## src/rtl/alu_exec_unit.sv

```systemverilog
// alu_exec_unit
//   Registered ALU execution unit for the execute stage of the multicycle MIPS
//   datapath. It decodes aluop/funct internally. Single-cycle ops complete one
//   cycle after acceptance. Shifts (1 bit per cycle) and multiply (shift-add,
//   1 multiplier bit per cycle) run iteratively under a start/busy/done
//   handshake.
//
// Ports
//   clk      in   clock, rising edge
//   reset    in   synchronous, active-high reset
//   start    in   operation request, sampled only while busy=0
//   aluop    in   00 add, 01 sub, 10 decode funct, 11 illegal
//   funct    in   R-type function field
//   shamt    in   shift amount (SW bits)
//   a, b     in   operands (WIDTH bits); a is the shift source
//   result   out  registered result, held until the next completion
//   zero     out  result == 0
//   busy     out  iterative op in progress
//   done     out  one-cycle pulse when result is updated
//   illegal  out  registered with done; last completed op was invalid
//
// state   | meaning
// --------+------------------------------------------------------------
// S_IDLE  | accepts start; single-cycle ops complete here
// S_SHIFT | shifts acc_q one bit per cycle until cnt_q reaches 0
// S_MULT  | shift-add multiply, one multiplier bit per cycle, WIDTH cycles

module alu_exec_unit #(
  parameter int WIDTH = 8,
  parameter int SW    = 3
) (
  input  logic             clk,
  input  logic             reset,
  input  logic             start,
  input  logic [1:0]       aluop,
  input  logic [5:0]       funct,
  input  logic [SW-1:0]    shamt,
  input  logic [WIDTH-1:0] a,
  input  logic [WIDTH-1:0] b,
  output logic [WIDTH-1:0] result,
  output logic             zero,
  output logic             busy,
  output logic             done,
  output logic             illegal
);

  // One extra counter bit so the multiply count (WIDTH) fits.
  localparam int CW = SW + 1;

  typedef enum logic [1:0] {
    S_IDLE,
    S_SHIFT,
    S_MULT
  } state_e;

  typedef enum logic [3:0] {
    OP_ADD,
    OP_SUB,
    OP_AND,
    OP_OR,
    OP_XOR,
    OP_NOR,
    OP_SLT,
    OP_SLL,
    OP_SRL,
    OP_MULT,
    OP_ILL
  } op_e;

  state_e           state_q;
  op_e              op_q;
  op_e              op_dec;
  logic [WIDTH-1:0] result_q;
  logic [WIDTH-1:0] acc_q;
  logic [WIDTH-1:0] mcand_q;
  logic [WIDTH-1:0] mplier_q;
  logic [CW-1:0]    cnt_q;
  logic             done_q;
  logic             illegal_q;

  logic [WIDTH-1:0] single_res_d;
  logic [WIDTH-1:0] shift_d;
  logic [WIDTH-1:0] mult_d;
  logic             last_iter;
  logic             is_shift;

  always_comb begin
    op_dec = OP_ILL;
    case (aluop)
      2'b00: op_dec = OP_ADD;
      2'b01: op_dec = OP_SUB;
      2'b10: begin
        case (funct)
          6'b100000: op_dec = OP_ADD;
          6'b100010: op_dec = OP_SUB;
          6'b100100: op_dec = OP_AND;
          6'b100101: op_dec = OP_OR;
          6'b100110: op_dec = OP_XOR;
          6'b100111: op_dec = OP_NOR;
          6'b101010: op_dec = OP_SLT;
          6'b000000: op_dec = OP_SLL;
          6'b000010: op_dec = OP_SRL;
          6'b011000: op_dec = OP_MULT;
          default:   op_dec = OP_ILL;
        endcase
      end
      default: op_dec = OP_ILL;
    endcase
  end

  // Result for ops that finish in S_IDLE. Shifts only get here with shamt=0,
  // where the result is the unshifted source. Illegal ops yield 0.
  always_comb begin
    single_res_d = '0;
    case (op_dec)
      OP_ADD:         single_res_d = a + b;
      OP_SUB:         single_res_d = a - b;
      OP_AND:         single_res_d = a & b;
      OP_OR:          single_res_d = a | b;
      OP_XOR:         single_res_d = a ^ b;
      OP_NOR:         single_res_d = ~(a | b);
      OP_SLT:         single_res_d = {{(WIDTH-1){1'b0}}, ($signed(a) < $signed(b))};
      OP_SLL, OP_SRL: single_res_d = a;
      default:        single_res_d = '0;
    endcase
  end

  assign shift_d   = (op_q == OP_SLL) ? (acc_q << 1) : (acc_q >> 1);
  assign mult_d    = acc_q + (mplier_q[0] ? mcand_q : '0);
  assign last_iter = (cnt_q == CW'(1));
  assign is_shift  = (op_dec == OP_SLL) || (op_dec == OP_SRL);

  always_ff @(posedge clk) begin
    if (reset) begin
      state_q   <= S_IDLE;
      op_q      <= OP_ADD;
      result_q  <= '0;
      acc_q     <= '0;
      mcand_q   <= '0;
      mplier_q  <= '0;
      cnt_q     <= '0;
      done_q    <= 1'b0;
      illegal_q <= 1'b0;
    end else begin
      done_q <= 1'b0;
      case (state_q)
        S_IDLE: begin
          if (start) begin
            op_q <= op_dec;
            if (is_shift && (shamt != '0)) begin
              acc_q   <= a;
              cnt_q   <= CW'(shamt);
              state_q <= S_SHIFT;
            end else if (op_dec == OP_MULT) begin
              acc_q    <= '0;
              mcand_q  <= a;
              mplier_q <= b;
              cnt_q    <= CW'(WIDTH);
              state_q  <= S_MULT;
            end else begin
              result_q  <= single_res_d;
              illegal_q <= (op_dec == OP_ILL);
              done_q    <= 1'b1;
            end
          end
        end

        S_SHIFT: begin
          acc_q <= shift_d;
          cnt_q <= cnt_q - CW'(1);
          if (last_iter) begin
            result_q  <= shift_d;
            illegal_q <= 1'b0;
            done_q    <= 1'b1;
            state_q   <= S_IDLE;
          end
        end

        S_MULT: begin
          // Partial product accumulates in acc_q; multiplicand walks left,
          // multiplier walks right so bit 0 is always the current bit.
          acc_q    <= mult_d;
          mcand_q  <= mcand_q << 1;
          mplier_q <= mplier_q >> 1;
          cnt_q    <= cnt_q - CW'(1);
          if (last_iter) begin
            result_q  <= mult_d;
            illegal_q <= 1'b0;
            done_q    <= 1'b1;
            state_q   <= S_IDLE;
          end
        end

        default: state_q <= S_IDLE;
      endcase
    end
  end

  assign result  = result_q;
  assign zero    = (result_q == '0);
  assign busy    = (state_q != S_IDLE);
  assign done    = done_q;
  assign illegal = illegal_q;

endmodule
```

## config.mk

```make
export PLATFORM = sky130hd
export DESIGN_NAME = alu_exec_unit
export DESIGN_NICKNAME = d
export VERILOG_FILES = /design/src/rtl/alu_exec_unit.sv
export SDC_FILE = /design/constraint.sdc
export NUM_CORES = 1
export LEC_CHECK = 0
export ABC_CLOCK_PERIOD_IN_PS = 3200
export BUFFER_PORTS_ARGS = -buffer_cell sky130_fd_sc_hd__buf_2
export CAP_MARGIN = 0
export CORE_MARGIN = 4
export CORE_UTILIZATION = 30
export CTS_BUF_LIST = sky130_fd_sc_hd__clkbuf_16
export DETAILED_ROUTE_END_ITERATION = 16
export HOLD_SLACK_MARGIN = 0.12
export PLACE_DENSITY = 0.46
export SLEW_MARGIN = 20
export SYNTH_ARGS = -nofsm -noshare
export SYNTH_HDL_FRONTEND = slang
export SYNTH_SLANG_ARGS = --single-unit
```

## constraint.sdc

```tcl
create_clock -name clk -period 3.2 [get_ports clk]
set_input_delay 0 -clock clk [delete_from_list [all_inputs] [get_ports clk]]
set_output_delay 0 -clock clk [all_outputs]
set_load 0.01 [all_outputs]
```

== After elaboration in Yosys (flattened, before gate mapping) ==
Cells that the tools add are included.

* Flip-flop bits (word level): 44
* Input port bits: 30
* Output and inout bits: 12

* Add/sub/neg operators: 4
* Magnitude comparators: 1
* Eq/ne operators: 33
* Muxes and demuxes: 42
* Bitwise operators: 4
* Reductions and logical operators: 21

{| class="wikitable"
|+ Operator list
! cell !! count
|-
| 2-to-1 mux 8 bit || 16
|-
| one-hot mux 8 bit (8 select lines) || 1
|-
| one-hot mux 8 bit (3 select lines) || 2
|-
| == test 6 bit (second input constant) || 7
|-
| one-hot mux 4 bit (10 select lines) || 1
|-
| one-hot mux 8 bit (2 select lines) || 2
|-
| == test 4 x 3 -> 1 bit (second input constant) || 5
|-
| adder 8 bit || 2
|-
| == test 4 bit (second input constant) || 3
|-
| 2-to-1 mux 4 bit || 3
|-
| inequality test 2 bit (second input constant) || 6
|-
| one-hot mux 4 bit (3 select lines) || 1
|-
| AND reduction 3 bit || 3
|-
| AND 8 bit || 1
|-
| == test 4 x 1 -> 1 bit (second input constant) || 2
|-
| == test 4 x 2 -> 1 bit (second input constant) || 2
|-
| logical NOT 8 bit || 1
|-
| < comparator 8 bit || 1
|-
| 2-to-1 mux 1 bit || 8
|-
| 2-to-1 mux 2 bit || 4
|-
| NOT 8 bit || 1
|-
| OR 8 bit || 1
|-
| one-hot mux 4 bit (2 select lines) || 1
|-
| subtractor 8 bit || 1
|-
| other kinds (22) || 30
|}

== Depth between registers and ports, before layout ==
Gate-level depths: netlist of run 1.

* Depth in word-level cells: 10
* Depth in mapped cells: 11
* Depth with buffers taken out: 11

== Least setup slack after synthesis of run 1 ==
No wires, ideal clock.

* Path kind: register to register
* Start: reg mplier_q[0]
* End: reg result_q[6], in the netlist result[6]
* Setup time: 0.070 ns
* Arrival: 2.437 ns
* Required time: 3.130 ns
* Slack: 0.693 ns
* Stages on the path, launching flop included: 12
* Buffers on the path: 0
* Period minus slack after synthesis: 2.507 ns
* Cell sequence: dfxtp_1 -> and2_1 -> ha_1 -> fa_1 -> a21o_1 -> a21oi_1 -> o211ai_1 -> xnor2_1 -> o22a_1 -> and2_1 -> a311o_1 -> a21oi_1

* Longest elaborated chain between the ends: 4

{| class="wikitable"
|+ Ends and longest elaborated chain
! item !! RTL line !! text
|-
| start, declared || 76 || <nowiki>logic [WIDTH-1:0] mplier_q;</nowiki>
|-
| start signal, assigned || 184 || <nowiki>mplier_q <= mplier_q >> 1;</nowiki>
|-
| 2-to-1 mux 8 bit || 129 || <nowiki>assign mult_d = acc_q + (mplier_q[0] ? mcand_q : '0);</nowiki>
|-
| adder 8 bit || 129 ||
|-
| 2-to-1 mux 8 bit || 186 || <nowiki>if (last_iter) begin</nowiki>
|-
| one-hot mux 8 bit (3 select lines) || 146 || <nowiki>case (state_q)</nowiki>
|-
| end signal, assigned || 161 || <nowiki>result_q <= single_res_d;</nowiki>
|-
| end signal, assigned || 172 || <nowiki>result_q <= shift_d;</nowiki>
|-
| end signal, assigned || 187 || <nowiki>result_q <= mult_d;</nowiki>
|-
| end, declared || 73 || <nowiki>logic [WIDTH-1:0] result_q;</nowiki>
|}

No other way between the ends. The select of a mux whose other input is x is not followed.
A chain may end at the register's enable or synchronous reset.

== Worst setup path in the final report of run 1 ==
* Start: in a[1]
* End: reg result_q[7], in the netlist result[7]

* Longest elaborated chain between the ends: 6

{| class="wikitable"
|+ Ends and longest elaborated chain
! item !! RTL line !! text
|-
| start, declared || 38 || <nowiki>input logic [WIDTH-1:0] a,</nowiki>
|-
| subtractor 8 bit / adder 8 bit (equally long branches) || 117, 116 ||
|-
| one-hot mux 8 bit (8 select lines) * || 115 || <nowiki>case (op_dec)</nowiki>
|-
| 2-to-1 mux 8 bit * || 154 || <nowiki>end else if (op_dec == OP_MULT) begin</nowiki>
|-
| 2-to-1 mux 8 bit * || 150 || <nowiki>if (is_shift && (shamt != '0)) begin</nowiki>
|-
| 2-to-1 mux 8 bit * || 148 || <nowiki>if (start) begin</nowiki>
|-
| one-hot mux 8 bit (3 select lines) * || 146 ||
|}

Every way passes the cells marked *; elsewhere a longest branch is shown, timed or not. The select of a mux whose other input is x is not followed.

==> results.cfg, run 1 <==
[placed_design]
dp_hpwl_um = 9856
placed_area_mm2 = 0.004436
gp_congestion = 0.8648
io_buffer_count = 41

[synthesis]
synth_edf_count = 0
yosys.cell_types.count = 69
synth_compound_area_share_pct = 29.80
netlist_instances = 534
synth_top_family_by_area = compound AO/OA/AOI/OAI gates
ys_ff_latch = 44
syn_area_per_cell_um2 = 7.683
muxShareOfSynthArea_pct = 5.764
synthFlopType = dfxtp_1
yosys.area_share.simple_pct = 21.20
synth.largest_area_cell = dfxtp_1
synth_area_leaders = dfxtp_1, ha_1, nor2_1, a211oi_1, a21oi_1
async_reset_ff_share_pct = 0
yosysWarningCount = 0
synth_top_area_share_pct = 21.47
synthAdderAreaFrac_pct = 12.75
synth_area_mm2 = 0.004103
synthXorXnorAreaFrac_pct = 1.921
ys_seq_area_share_pct = 21.47
synth_nets = 604

[timing]
fin_setup_tns_ns = 0
fin_skew_ns = 0.006229
final_max_slew_viol_count = 0
hold_violations = 0
grt_setup_unrepaired = no
post-route-min-period_ns = 2.721
worst_pin_slew_ns = 0.9210
setup_violations = 0
finalCritPeriodShare_pct = 85.04
slew_headroom_pct = 38.60
timing.fmax_mhz = 367.5

[power]
ir_worst_vdd_mv = 0.1697
p_seq_share_pct = 36.1
p_sw_uw = 629.6
p_leak_uw = 0.001914
pwr-share-clk_pct = 30.2
netSwitchingFraction_pct = 36.38
combPwrFrac_pct = 33.7
p_per_area_mw_per_mm2 = 366.4
internal_power_uw = 1101

[floorplanning]
dieArea_mm2 = 0.01561
core-area_mm2 = 0.01330
start_util_pct = 30.86
pin_count = 42
die_y_um = 124.9
die_w_um = 124.9
rows = 42

[grt]
busiest_layer = met2
grt_max_degree = 45
grt_pass1_wl_um = 21110
grtUsageMet2_pct = 26.49
grt_antenna_before_repair = 0
first_global_vias = 3843
grtUsageMet1_pct = 23.42
grt_use_total_pct = 16.62
grt_remaining_overflow = 0
grt_use_met3_pct = 2.900

[layout]
fin_nets = 645
synthToLayoutAreaGrowth_pct = 15.13
antenna_cells = 0
design_area_mm2 = 0.004723
layout-drive-gt1-share_pct = 13.74

[critical_path]
crit_arrival_ns = 2.91
cp.required_ns = 3.39
cpMostUsedCell = a21oi_1
start_kind = input pin
cp_slowest_cell = dlygate4sd3_1
crit_chain = dlygate4sd3_1, buf_2, inv_1, ha_1, o21bai_1, a21oi_1, o31ai_1, a221o_1, nor3b_1, a21oi_1, a31oi_1, o31a_1
cp_slowest_stage_delay_ns = 0.52
reg2reg_depth = 11
worstPathMaxFanout = 7
path_class = in2reg
end_kind = flop

[detailed_routing]
vias_per_cell = 5.434
routedWlPerCell_um = 17.28
drtAntennaViolNets = 0
vias = 4081
first_pass_iters = 5
wirelength_um = 12980
drc = 0
drt_iter0_drc = 255

[worst_hold_path]
hold_path_class = in2reg
hold_depth = 3

[clocking]
numCtsBuffers = 5
htree_levels = 2
clk_path_buf_depth = 2
cts_num_sinks = 44
clk_pin_slew_worst_paths_ns = 0.06
cts.repair.resized = 0
cts_root_buffer = clkbuf_16
cts_tree = yes
worst_skew_pair.late_latency_ns = 0.30

[outcome]
outcome = finished clean

[job]
cap_violations = 0
==> power groups by stage <==
stage,Sequential (uW),Combinational (uW),Clock [uW]
finish,625,583,523
global route,631,654,552
CTS,625,583,528
detailed placement,637,566,0
global placement,636,562,0
floorplan,633,394,0
==> sequential cells by signal, summed over array words and instances, names as in the netlist <==
| register | count |
|---|---|
| illegal | 1 |
| acc_q | 8 |
| mcand_q | 8 |
| done | 1 |
| mplier_q | 8 |
| state_q | 2 |
| result | 8 |
| op_q | 4 |
| cnt_q | 4 |
==> final cells by class <==
type                    count  area (um^2)
flip-flops and latches     44        880.8
clock inverters             2        12.51
fillers                  1394         8572
repair buffers             65        422.9
inverters                  35        131.4
well taps                 176        220.2
multi-input cells         424         2930
clock buffers               5        125.1
==> routing by layer <==
metal / vias to the layer above / share of wire, %
li1: 2034 / -
met1: 1941 / 48
met2: 96 / 45
met3: 10 / 5.0
met4: 0 / 1.2
met5: - / 0
==> synth_stat cells, types with 5 or more instances <==
cell / number
a221oi_1: 8
a211oi_1: 29
nor3_1: 17
nand2_1: 35
o21ai_0: 25
clkbuf_1: 16
inv_1: 35
a21o_1: 9
a21oi_1: 38
a211o_1: 5
dfxtp_1: 44
nand3_1: 9
xor2_1: 5
and2_1: 11
nor2b_1: 5
a31oi_1: 8
nor2_1: 71
ha_1: 37
mux2_2: 5
mux2i_1: 18
nand2b_1: 5
o211ai_1: 5
buf_2: 7
==> kinds of logic (layout without fill, tap and decap cells) <==
group,Yosys count,after routing
XOR/XNOR,9,9
adder cells (fa/ha/maj),40,40
flip-flops,44,44
AND/OR/NAND/NOR,178,178
AO/OA/AOI/OAI,174,174
multiplexers,23,23
buffers and inverters,66,107
==> layout by cell type (no fill, tap or decap), drive strengths merged, types with 5 or more instances in the layout <==
cell,Yosys,final
a211o,5,5
a211oi,30,30
a21o,9,9
a21oi,41,41
a221oi,8,8
a31oi,8,8
and2,11,11
buf,14,50
clkbuf,17,5
dfxtp,44,44
dlygate4sd3,0,15
ha,37,37
inv,35,35
mux2,5,5
mux2i,18,18
nand2,36,36
nand2b,5,5
nand3,9,9
nor2,71,71
nor2b,5,5
nor3,19,19
o211ai,6,6
o21ai,28,28
xor2,5,5
==> worst max-delay path, delay by kind of cell <==
family | cells | cell delay, ns
buf+inv | 3 | 0.82
fa+ha+maj | 1 | 0.35
compound gates | 7 | 1.68
simple gates | 1 | 0.06
==> metrics by stage <==
| stage | hold slack [ns] | cells | util [%] | worst slack, ns | power (uW) |
|---|---|---|---|---|---|
| finish | 0.1416 | 751 | 35.53 | 0.4788 | 1731 |
| detailed placement | 0.3132 | 729 | 33.36 | 0.5100 | 1203 |
| floorplan | 0.1728 | 534 | - | 0.6930 | 1027 |
| global route | 0.1719 | 751 | 35.53 | 0.2720 | 1836 |
| global placement | 0.3125 | 729 | 33.36 | 0.5186 | 1199 |
| CTS | 0.1384 | 751 | 35.53 | 0.4803 | 1737 |
==> timing repair <==
action | 4_1_cts | 5_1_grt
hold endpoints to repair | 16 | 0
buffers inserted | 0 | 0
hold buffers | 15 | 0
==> final timing paths <==
path                       startpoint                      end  slack [ns]
max                              a[1]   result[7]$_SDFFE_PP0P_        0.48
min                              a[5]  mcand_q[5]$_SDFFE_PP0P_        0.14
max reg2reg  mplier_q[0]$_SDFFE_PP0P_   result[6]$_SDFFE_PP0P_        0.49
min reg2reg      op_q[1]$_SDFFE_PP0P_     op_q[1]$_SDFFE_PP0P_        0.46
(Power assumes the default switching activity.)
==> run 2, diff against run 1 <==
Settings changed: CELL_PAD_IN_SITES_DETAIL_PLACEMENT from default to 1, CELL_PAD_IN_SITES_GLOBAL_PLACEMENT from default to 2, PLACE_DENSITY 0.46 to 0.71.
==> run 2 against run 1 <==
Final area decreased by 0.74%. Clock skew increased by 0.00097 ns. Worst hold slack got worse by 0.021 ns. Largest power group unchanged. Setup slack got worse by 0.044 ns. Highest routed layer unchanged.
==> results.cfg, run 2 (synthesis gave the netlist of run 1 again) <==
[outcome]
outcome = finished clean

[clocking]
cts.repair.resized = 0
worst_skew_pair.late_latency_ns = 0.29
cts_root_buffer = clkbuf_16
cts_num_sinks = 44
cts_tree = yes
clk_pin_slew_worst_paths_ns = 0.07
clk_path_buf_depth = 2
post-cts-setup-buffers = 0
htree_levels = 2
numCtsBuffers = 5

[floorplanning]
start_util_pct = 30.86
pin_count = 42
dieArea_mm2 = 0.01561
die_y_um = 124.9
rows = 42
core-area_mm2 = 0.01330
die_w_um = 124.9

[grt]
grtUsageMet2_pct = 30.18
grt_remaining_overflow = 0
grt_use_met3_pct = 2.601
busiest_layer = met2
grt_use_total_pct = 18.13
first_global_vias = 4267
grt_max_degree = 45
grt_pass1_wl_um = 23070
grt_antenna_before_repair = 0
grtUsageMet1_pct = 25.01

[timing]
setup_violations = 0
grt_setup_unrepaired = no
slew_headroom_pct = 38.46
post-route-min-period_ns = 2.765
timing.fmax_mhz = 361.7
final_max_slew_viol_count = 0
hold_violations = 0
whs_ns = 0.1208
fin_setup_tns_ns = 0
finalCritPeriodShare_pct = 86.41
worst_pin_slew_ns = 0.9231
fin_skew_ns = 0.007202

[critical_path]
cp.required_ns = 3.41
crit_arrival_ns = 2.98
start_kind = flop
critPathTopFamily = compound AO/OA/AOI/OAI gates
r2r-end = result[6]$_SDFFE_PP0P_
path_buf_inv = 0
cp_slowest_stage_delay_ns = 0.41
reg2reg_depth = 11
path_class = reg2reg
r2r_slack_ns = 0.43
r2r_start = mplier_q[0]$_SDFFE_PP0P_
crit_chain = and2_1, ha_1, fa_1, a21o_1, a21oi_1, o211ai_1, xnor2_1, o22a_1, and2_1, a311o_1, a21oi_1
worstPathMaxFanout = 9
cp_slowest_cell = fa_1
end_kind = flop

[placed_design]
dp_hpwl_um = 10940
placed_area_mm2 = 0.004436
gp_congestion = 0.8322
io_buffer_count = 41

[power]
p_per_area_mw_per_mm2 = 386.7
p_leak_uw = 0.001901
ir_worst_vdd_mv = 0.2260
p_seq_share_pct = 34.8
power_uw = 1813
netSwitchingFraction_pct = 35.15
combPwrFrac_pct = 32.2
internal_power_uw = 1176
p_sw_uw = 637.3
pwr-share-clk_pct = 33.0

[worst_hold_path]
min_to = acc_q[6]$_SDFFE_PP0P_
hold_depth = 3
hold_path_class = in2reg
holdCritStartpoint = a[6]

[layout]
fin_nets = 639
antenna_cells = 0
final_common_cell = nor2_1
design_area_mm2 = 0.004688
synthToLayoutAreaGrowth_pct = 14.27
final_cell_mix = nor2_1, dfxtp_1, buf_2
layout-drive-gt1-share_pct = 13.68
utilization_pct = 35.26
fillers = 1659

[job]
cap_violations = 0

[detailed_routing]
wirelength_um = 14160
drtAntennaViolNets = 0
first_pass_iters = 7
vias_per_cell = 5.496
routedWlPerCell_um = 18.97
vias = 4100
drt_iter0_drc = 212
drc = 0
-- run 2: what timing repair did --
action	4_1_cts	5_1_grt
setup endpoints to repair	0	0
endpoints found under the hold margin	10	0
hold buffers	9	0
-- run 2: metrics by stage --
stage	worst slack, ns	std cells
2_1_floorplan	0.6930	534
3_3_place_gp	0.5205	729
3_5_place_dp	0.4612	729
4_1_cts	0.4412	746
5_1_grt	0.1928	746
6_report	0.4350	746
-- run 2: worst max-delay path by stage --
| stage | start | to | slack, ns | depth (start not counted) |
|---|---|---|---|---|
| after floorplan | mplier_q[0]$_SDFFE_PP0P_ | result[6]$_SDFFE_PP0P_ | 0.69 | 11 |
| after global placement | mplier_q[0]$_SDFFE_PP0P_ | result[6]$_SDFFE_PP0P_ | 0.52 | 11 |
| after detailed placement | mplier_q[0]$_SDFFE_PP0P_ | result[6]$_SDFFE_PP0P_ | 0.46 | 11 |
| after CTS | mplier_q[0]$_SDFFE_PP0P_ | result[6]$_SDFFE_PP0P_ | 0.44 | 11 |
| after global routing | mplier_q[0]$_SDFFE_PP0P_ | result[6]$_SDFFE_PP0P_ | 0.19 | 11 |
| final | mplier_q[0]$_SDFFE_PP0P_ | result[6]$_SDFFE_PP0P_ | 0.43 | 11 |
-- run 2: power groups by stage --
stage,logic (uW),registers (uW),clock network (uW)
after floorplan,394,633,0
after global placement,566,640,0
after detailed placement,574,642,0
after CTS,586,630,610
after global routing,653,635,627
final,585,631,598
-- run 2: metal layers --
| metal | wire length, um | up-vias |
|---|---|---|
| li1 | - | 2013 |
| met1 | 6928 | 1990 |
| met2 | 6490 | 84 |
| met3 | 501 | 13 |
| met4 | 234 | 0 |
| met5 | 0 | - |
-- run 2: layout make-up --
cell class	count	area (um^2)	area share [%]
Clock buffer	5	125.1	2.669
Clock inverter	3	37.54	0.8006
Inverter	35	131.4	2.802
Multi-Input combinational cell	424	2930	62.50
Sequential cell	44	880.8	18.79
Tap cell	176	220.2	4.697
Timing Repair Buffer	59	362.8	7.740
-- run 2: worst reg2reg max path, cell delays in order, from the launching register on --
cell      delay (ns)
dfxtp_1         0.36
and2_1          0.16
ha_1            0.21
fa_1            0.41
a21o_1          0.18
a21oi_1         0.22
o211ai_1        0.16
xnor2_1         0.14
o22a_1          0.22
and2_1          0.16
a311o_1         0.31
a21oi_1         0.15
